==> config.mk <==
export PLATFORM = sky130hd
export DESIGN_NAME = ice_pin_walker
export DESIGN_NICKNAME = d
export VERILOG_FILES = /design/src/rtl/ice_pin_walker.sv
export SDC_FILE = /design/constraint.sdc
export NUM_CORES = 1
export LEC_CHECK = 0
export CORE_MARGIN = 2
export CORE_UTILIZATION = 45
export CTS_CLUSTER_SIZE = 40
export DETAILED_ROUTE_END_ITERATION = 8
export GPL_TIMING_DRIVEN = 0
export PLACE_DENSITY_LB_ADDON = 0.2
export SYNTH_ARGS = -nofsm -noshare
export SYNTH_HDL_FRONTEND = slang
export SYNTH_SLANG_ARGS = --single-unit
==> constraint.sdc <==
create_clock -name clk -period 11.2 [get_ports clk]
set_input_delay 1.12 -clock clk [delete_from_list [all_inputs] [get_ports clk]]
set_output_delay 1.12 -clock clk [all_outputs]
set_load 0.02 [all_outputs]
==> src/rtl/ice_pin_walker.sv <==
// ice_pin_walker: walking-one/zero pin stimulus sequencer for the pico-ice jig.
// Ports: clk, rst_n, start, abort, mode -> pins_o, pins_oe, index, step, busy, done.
module ice_pin_walker #(
  parameter int NUM_PINS = 40,
  parameter int DWELL    = 12000
) (
  input  logic                        clk,
  input  logic                        rst_n,
  input  logic                        start,
  input  logic                        abort,
  input  logic                        mode,
  output logic [NUM_PINS-1:0]         pins_o,
  output logic [NUM_PINS-1:0]         pins_oe,
  output logic [$clog2(NUM_PINS)-1:0] index,
  output logic                        step,
  output logic                        busy,
  output logic                        done
);

  localparam int IW = $clog2(NUM_PINS);
  localparam int CW = $clog2(DWELL + 1);
  localparam logic [CW-1:0] CNT_LAST = CW'(DWELL - 1);
  localparam logic [IW-1:0] IDX_LAST = IW'(NUM_PINS - 1);

  typedef enum logic [1:0] {
    S_IDLE,
    S_LEAD,
    S_WALK,
    S_DONE
  } state_t;

  state_t               state_q, state_d;
  logic [IW-1:0]        idx_q, idx_d;
  logic [CW-1:0]        cnt_q, cnt_d;
  logic                 mode_q, mode_d;
  logic [NUM_PINS-1:0]  pins_q, pins_d;
  logic [NUM_PINS-1:0]  oe_q, oe_d;
  logic                 step_q, step_d;
  logic                 busy_q, busy_d;
  logic                 done_q, done_d;
  logic [NUM_PINS-1:0]  walk_bit;
  logic [NUM_PINS-1:0]  inact;

  always_comb begin
    state_d = state_q;
    idx_d   = idx_q;
    cnt_d   = cnt_q;
    mode_d  = mode_q;
    if (abort) begin
      state_d = S_IDLE;
      cnt_d   = '0;
    end else begin
      unique case (state_q)
        S_IDLE: begin
          if (start) begin
            state_d = S_LEAD;
            mode_d  = mode;
            idx_d   = '0;
            cnt_d   = '0;
          end
        end
        S_LEAD: begin
          if (cnt_q == CNT_LAST) begin
            state_d = S_WALK;
            idx_d   = '0;
            cnt_d   = '0;
          end else begin
            cnt_d = cnt_q + CW'(1);
          end
        end
        S_WALK: begin
          if (cnt_q == CNT_LAST) begin
            cnt_d = '0;
            if (idx_q == IDX_LAST) begin
              state_d = S_DONE;
            end else begin
              idx_d = idx_q + IW'(1);
            end
          end else begin
            cnt_d = cnt_q + CW'(1);
          end
        end
        S_DONE: state_d = S_IDLE;
        default: state_d = S_IDLE;
      endcase
    end
  end

  // Outputs are decoded from the next state so they leave the flops
  // aligned with the state they describe.
  always_comb begin
    walk_bit = NUM_PINS'(1) << idx_d;
    inact    = {NUM_PINS{mode_d}};
    pins_d   = '0;
    oe_d     = '0;
    step_d   = 1'b0;
    busy_d   = 1'b0;
    done_d   = 1'b0;
    unique case (1'b1)
      (state_d == S_LEAD): begin
        oe_d   = '1;
        pins_d = inact;
        busy_d = 1'b1;
      end
      (state_d == S_WALK): begin
        oe_d   = '1;
        pins_d = inact ^ walk_bit;
        busy_d = 1'b1;
        step_d = (state_q != S_WALK) || (idx_d != idx_q);
      end
      (state_d == S_DONE): begin
        done_d = 1'b1;
      end
      default: ;
    endcase
  end

  always_ff @(posedge clk or negedge rst_n) begin
    if (!rst_n) begin
      state_q <= S_IDLE;
      idx_q   <= '0;
      cnt_q   <= '0;
      mode_q  <= 1'b0;
      pins_q  <= '0;
      oe_q    <= '0;
      step_q  <= 1'b0;
      busy_q  <= 1'b0;
      done_q  <= 1'b0;
    end else begin
      state_q <= state_d;
      idx_q   <= idx_d;
      cnt_q   <= cnt_d;
      mode_q  <= mode_d;
      pins_q  <= pins_d;
      oe_q    <= oe_d;
      step_q  <= step_d;
      busy_q  <= busy_d;
      done_q  <= done_d;
    end
  end

  assign pins_o  = pins_q;
  assign pins_oe = oe_q;
  assign index   = idx_q;
  assign step    = step_q;
  assign busy    = busy_q;
  assign done    = done_q;

endmodule

Yosys cells after proc, flatten, opt, wreduce, memory -nomap -nowiden --
Cells that the tools add are included.
Operators by class: add/subtract/negate cells 2, equality and inequality tests 11, shifts and indexed selects 1, muxes and demuxes 24, bitwise gates (word level) 1, reductions and logical operators 6
Operators with widths (count):
- $pmux W40 S2 | 1
- $mux W14 | 3
- $mux W40 | 1
- $shl A1 B6 Y40 const A | 1
- $xor A40 B40 Y40 | 1
- $mux W6 | 5
- $pmux W14 S2 | 1
- $pmux W6 S3 | 1
- $add A14 B1 Y14 const B | 1
- $eq A14 B14 Y1 const B | 1
- $mux W2 | 5
- $eq A2 B2 Y1 const B | 4
- $pmux W2 S4 | 1
- $add A6 B1 Y6 const B | 1
- $eq A6 B6 Y1 const B | 1
- $mux W1 | 6
- $ne A6 B6 Y1 | 1
- $eq A2 B1 Y1 const B | 2
- $reduce_or A2 Y1 | 2
- $ne A3 B3 Y1 const B | 1
- $reduce_bool A3 Y1 | 1
- $logic_not A2 Y1 | 1
- $ne A2 B2 Y1 const B | 1
- $reduce_and A2 Y1 | 1
- $logic_or A1 B1 Y1 | 1
Word-level totals: flip-flop bits (word level) 106, input port bits 5, output and inout bits 89, word-level logic and storage cells 54

Longest topological paths before layout --
depth after elaboration 8, gate-level depth with buffers 14, depth with buffers taken out 13

Least setup slack after synthesis --
No wires, ideal clock.
path type register to register, start point register cnt_q[5], end point register pins_q[36], in the netlist pins_o[36], setup time 0.073 ns, arrival 3.564 ns, data required time 11.127 ns, slack 7.563 ns, stages on the path, launching flop included 13, path buffers 2, period minus slack after synthesis 3.637 ns, cell sequence dfrtp_1 > or4b_4 > or4_1 > buf_2 > o311ai_0 > nand2b_1 > ha_1 > nor2b_1 > nor2b_1 > clkbuf_1 > nand3_1 > or4_1 > nand3b_1
On the way: cells in the longest elaborated chain, start to end 7, elaborated cells between the ends (all ways) 14, classes of those cells eq/ne: 3; shift: 1; mux: 9; bitwise: 1
RTL lines:
- from (decl) | line 34 | logic [CW-1:0] cnt_q, cnt_d;
- from (signal assigned) | line 132 | cnt_q <= cnt_d;
- $eq A14 B14 Y1 (*) | line 63, 72
- $mux W6 (on tied branches) | line 72, 63
- $pmux W6 S3 | line 53 | unique case (state_q)
- $mux W6 | line 49 | if (abort) begin
- $shl A1 B6 Y40 | line 92 | walk_bit = NUM_PINS'(1) << idx_d;
- $xor A40 B40 Y40 | line 107 | pins_d = inact ^ walk_bit;
- $pmux W40 S2 (*) | line 99 | unique case (1'b1)
- via pins_d[36] | line 36 | logic [NUM_PINS-1:0] pins_q, pins_d;
- to (signal assigned) | line 134 | pins_q <= pins_d;
- to (decl) | line 36
Mark *: on every way through the listed nets, which the timed path passes. The rest lies on a longest branch. A chain may end at the register's enable or synchronous reset.

Worst setup path after layout --
start point register cnt_q[0], end point register pins_q[36], in the netlist pins_o[36]
The elaborated chain is that of the path after synthesis.

==> impl_metrics.toml <==
[sta]
hold_slack_ps = 526
finClkSkew_ps = 9.44
finalCritPeriodShare = 0.385
finalCriticalPeriod_ps = 4310
setup_viol_count_final = 0
hold_viol = 0
slew_headroom = 0.276
worstMarginPinSlew_ps = 1090
max_freq_mhz = 232
drv_slew = 0
setup_tns_ps = 0
grt_setup_unrepaired = "no"

[power_and_ir_drop]
total_leakage_power_nw = 2.16
max-vdd-ir-drop_mv = 0.0799
power.density_nw_per_um2 = 118
total_power_mw = 0.577

[global_routing]
grt_pass1_vias = 2970
grt_use_total = 0.219
antenna_found_initial = 0
grt_pass1_wl_mm = 14.9
grt_remaining_overflow = 0
grt_max_degree = 67

[drt]
avgViaCountPerCell = 5.58
drt_iter0_markers = 199
drc = 0
drt-wirelength-per-cell_um = 16.0
ant_nets = 0
drt_first_pass_iters = 6
num_vias = 3197
wl_mm = 9.14

[floorplan]
ioPinCount = 94
core-area_um2 = 7770
rows = 32
die_area_um2 = 8770
initial_core_util = 0.466
die_h_um = 93.7
die_w_um = 93.7

[synth]
synth_top_flop_cell = "dfrtp_1"
synth.most_common_cell = "dfrtp_1"
seq_area_frac_synth = 0.456
ys_top_cells_by_count = "66 x dfrtp_1, 40 x buf_4, 29 x nand2_1"
synthesis.nets = 377
synth_edf_count = 0
synth_top_area_frac = 0.456
syn_inst = 362
async_reset_ff_frac = 1.00
ys_ff_latch = 66
syn_area_per_cell_um2 = 10.0
synth_area_um2 = 3620
synthTopCellsByArea = "dfrtp_1 46%, buf_4 8.3%, o311ai_1 6.8%"
synth.distinct_cells = 57
ys.warnings.count = 0
synth_top_area_cell = "dfrtp_1"

[cts]
cts_tree = "done"
htree_levels = 3
cts_buffers = 9
clock_latency_ps = 350
cts_buffer_depth = 2
hold_buffers = 0
numClockSinks = 66
cts_resized = 0
postCtsSetupBuffers = 0
cts-root-buf = "clkbuf_8"
cts.clk_slew.worst_paths_ps = 80

[worst_setup_path]
crit_fanout = 10
path_class = "register to register"
worst-endpoint-required_ps = 11480
cpPeakStageDelay_ps = 560
worstSetupEndpointType = "register"
crit_path_top_delay_cell = "or4_1"
path_cells = "ha_1, nand4_1, or4_1, buf_2, o311ai_0, nand2b_1, ha_1, nor2b_1, nor2b_1, clkbuf_1, nand3_1, or4_1, nand3b_1"
arrival_ps = 4590
critPathLaunchType = "register"

[final_layout]
areaGrowthSynthToFinish_pct = 35.4
diodes = 0
layout-drive-gt1-share = 0.178
final_core_util = 0.631
final_net_count = 481
fillers = 661

[place]
place_hpwl_mm = 6.47
gp_congestion = 0.860
port_buffers = 93

[run]
maxCapViolations = 0

[run_status]
outcome = "complete, no violations"

[hold_path]
min-delay-path-class = "register to register"
==> area by class of cell <==
class / instances / area [µm²] / share of cell area
repair buffers: 93 / 928 / 0.190
clock inverters: 7 / 100 / 0.0204
multi-input cells: 231 / 1570 / 0.320
well taps: 102 / 128 / 0.0261
inverters: 11 / 41.3 / 0.00843
clock buffers: 9 / 124 / 0.0253
plain buffers: 54 / 360 / 0.0736
flip-flops and latches: 66 / 1650 / 0.337
==> path summary, 6_finish.rpt <==
kind	depth (start not counted)	slack, ps	end	startpoint
max	13	6890	pins_o[36]	cnt_q[0]
min	1	530	cnt_q[12]	cnt_q[12]
max reg2reg	13	6890	pins_o[36]	cnt_q[0]
min reg2reg	1	530	cnt_q[12]	cnt_q[12]
max in group asynchronous	1	9830	pins_o[15]	rst_n
min in group asynchronous	1	850	cnt_q[0]	rst_n
==> flip-flops by register name, summed over array words and instances, names as in the netlist <==
signal / flops
pins_o: 40
cnt_q: 14
index: 6
state_q: 2
done: 1
mode_q: 1
pins_oe: 1
step: 1
==> through the flow <==
step	cell area [µm²]	instances	setup WS, ps
5_1_grt	4900	573	6420
4_1_cts	4900	573	6890
6_report	4900	573	6890
2_1_floorplan	3620	362	7560
3_3_place_gp	4680	557	6950
3_5_place_dp	4670	557	7010
==> cells by family (layout without fill, tap and decap cells) <==
kind of cell	after synthesis	in the layout	synth area share
XOR/XNOR	2	2	0.00484
flip-flops	66	66	0.456
multiplexers	2	2	0.00691
adder cells (fa/ha/maj)	10	10	0.0346
AND/OR/NAND/NOR	107	107	0.162
buffers and inverters	65	174	0.111
AO/OA/AOI/OAI	110	110	0.224
==> layer usage <==
layer	track usage	routed length, µm	vias up
met5	0	0	-
met3	0.0578	749	15
met4	0.0845	178	0
met2	0.335	4120	137
met1	0.300	4090	1531
li1	-	-	1514
==> where the power goes <==
part           internal, mW  switching, mW  leakage, nW  total (mW)
logic                0.0522         0.0501         1.15       0.102
registers             0.244        0.00529        0.913       0.250
clock network         0.127         0.0983        0.102       0.225
total                 0.423          0.154         2.16       0.577
==> cell usage in the layout, fill, tap and decap left out, types with 9 or more instances in the layout <==
cell,instances
buf_4,41
clkbuf_8,9
clkdlybuf4s50_1,92
dfrtp_1,66
ha_1,10
inv_1,10
nand2_1,29
nand3_1,13
nor2_1,19
o211ai_1,9
o21ai_0,27
o311ai_1,28
==> critical path: cells and delay by family, from the launching register on <==
kind / cells / cell delay (ps)
flops: 1 / 390
buf+inv: 2 / 510
compound gates: 1 / 390
simple gates: 8 / 2310
fa+ha+maj: 2 / 610
Note: power is estimated with default switching activity, not from simulation.
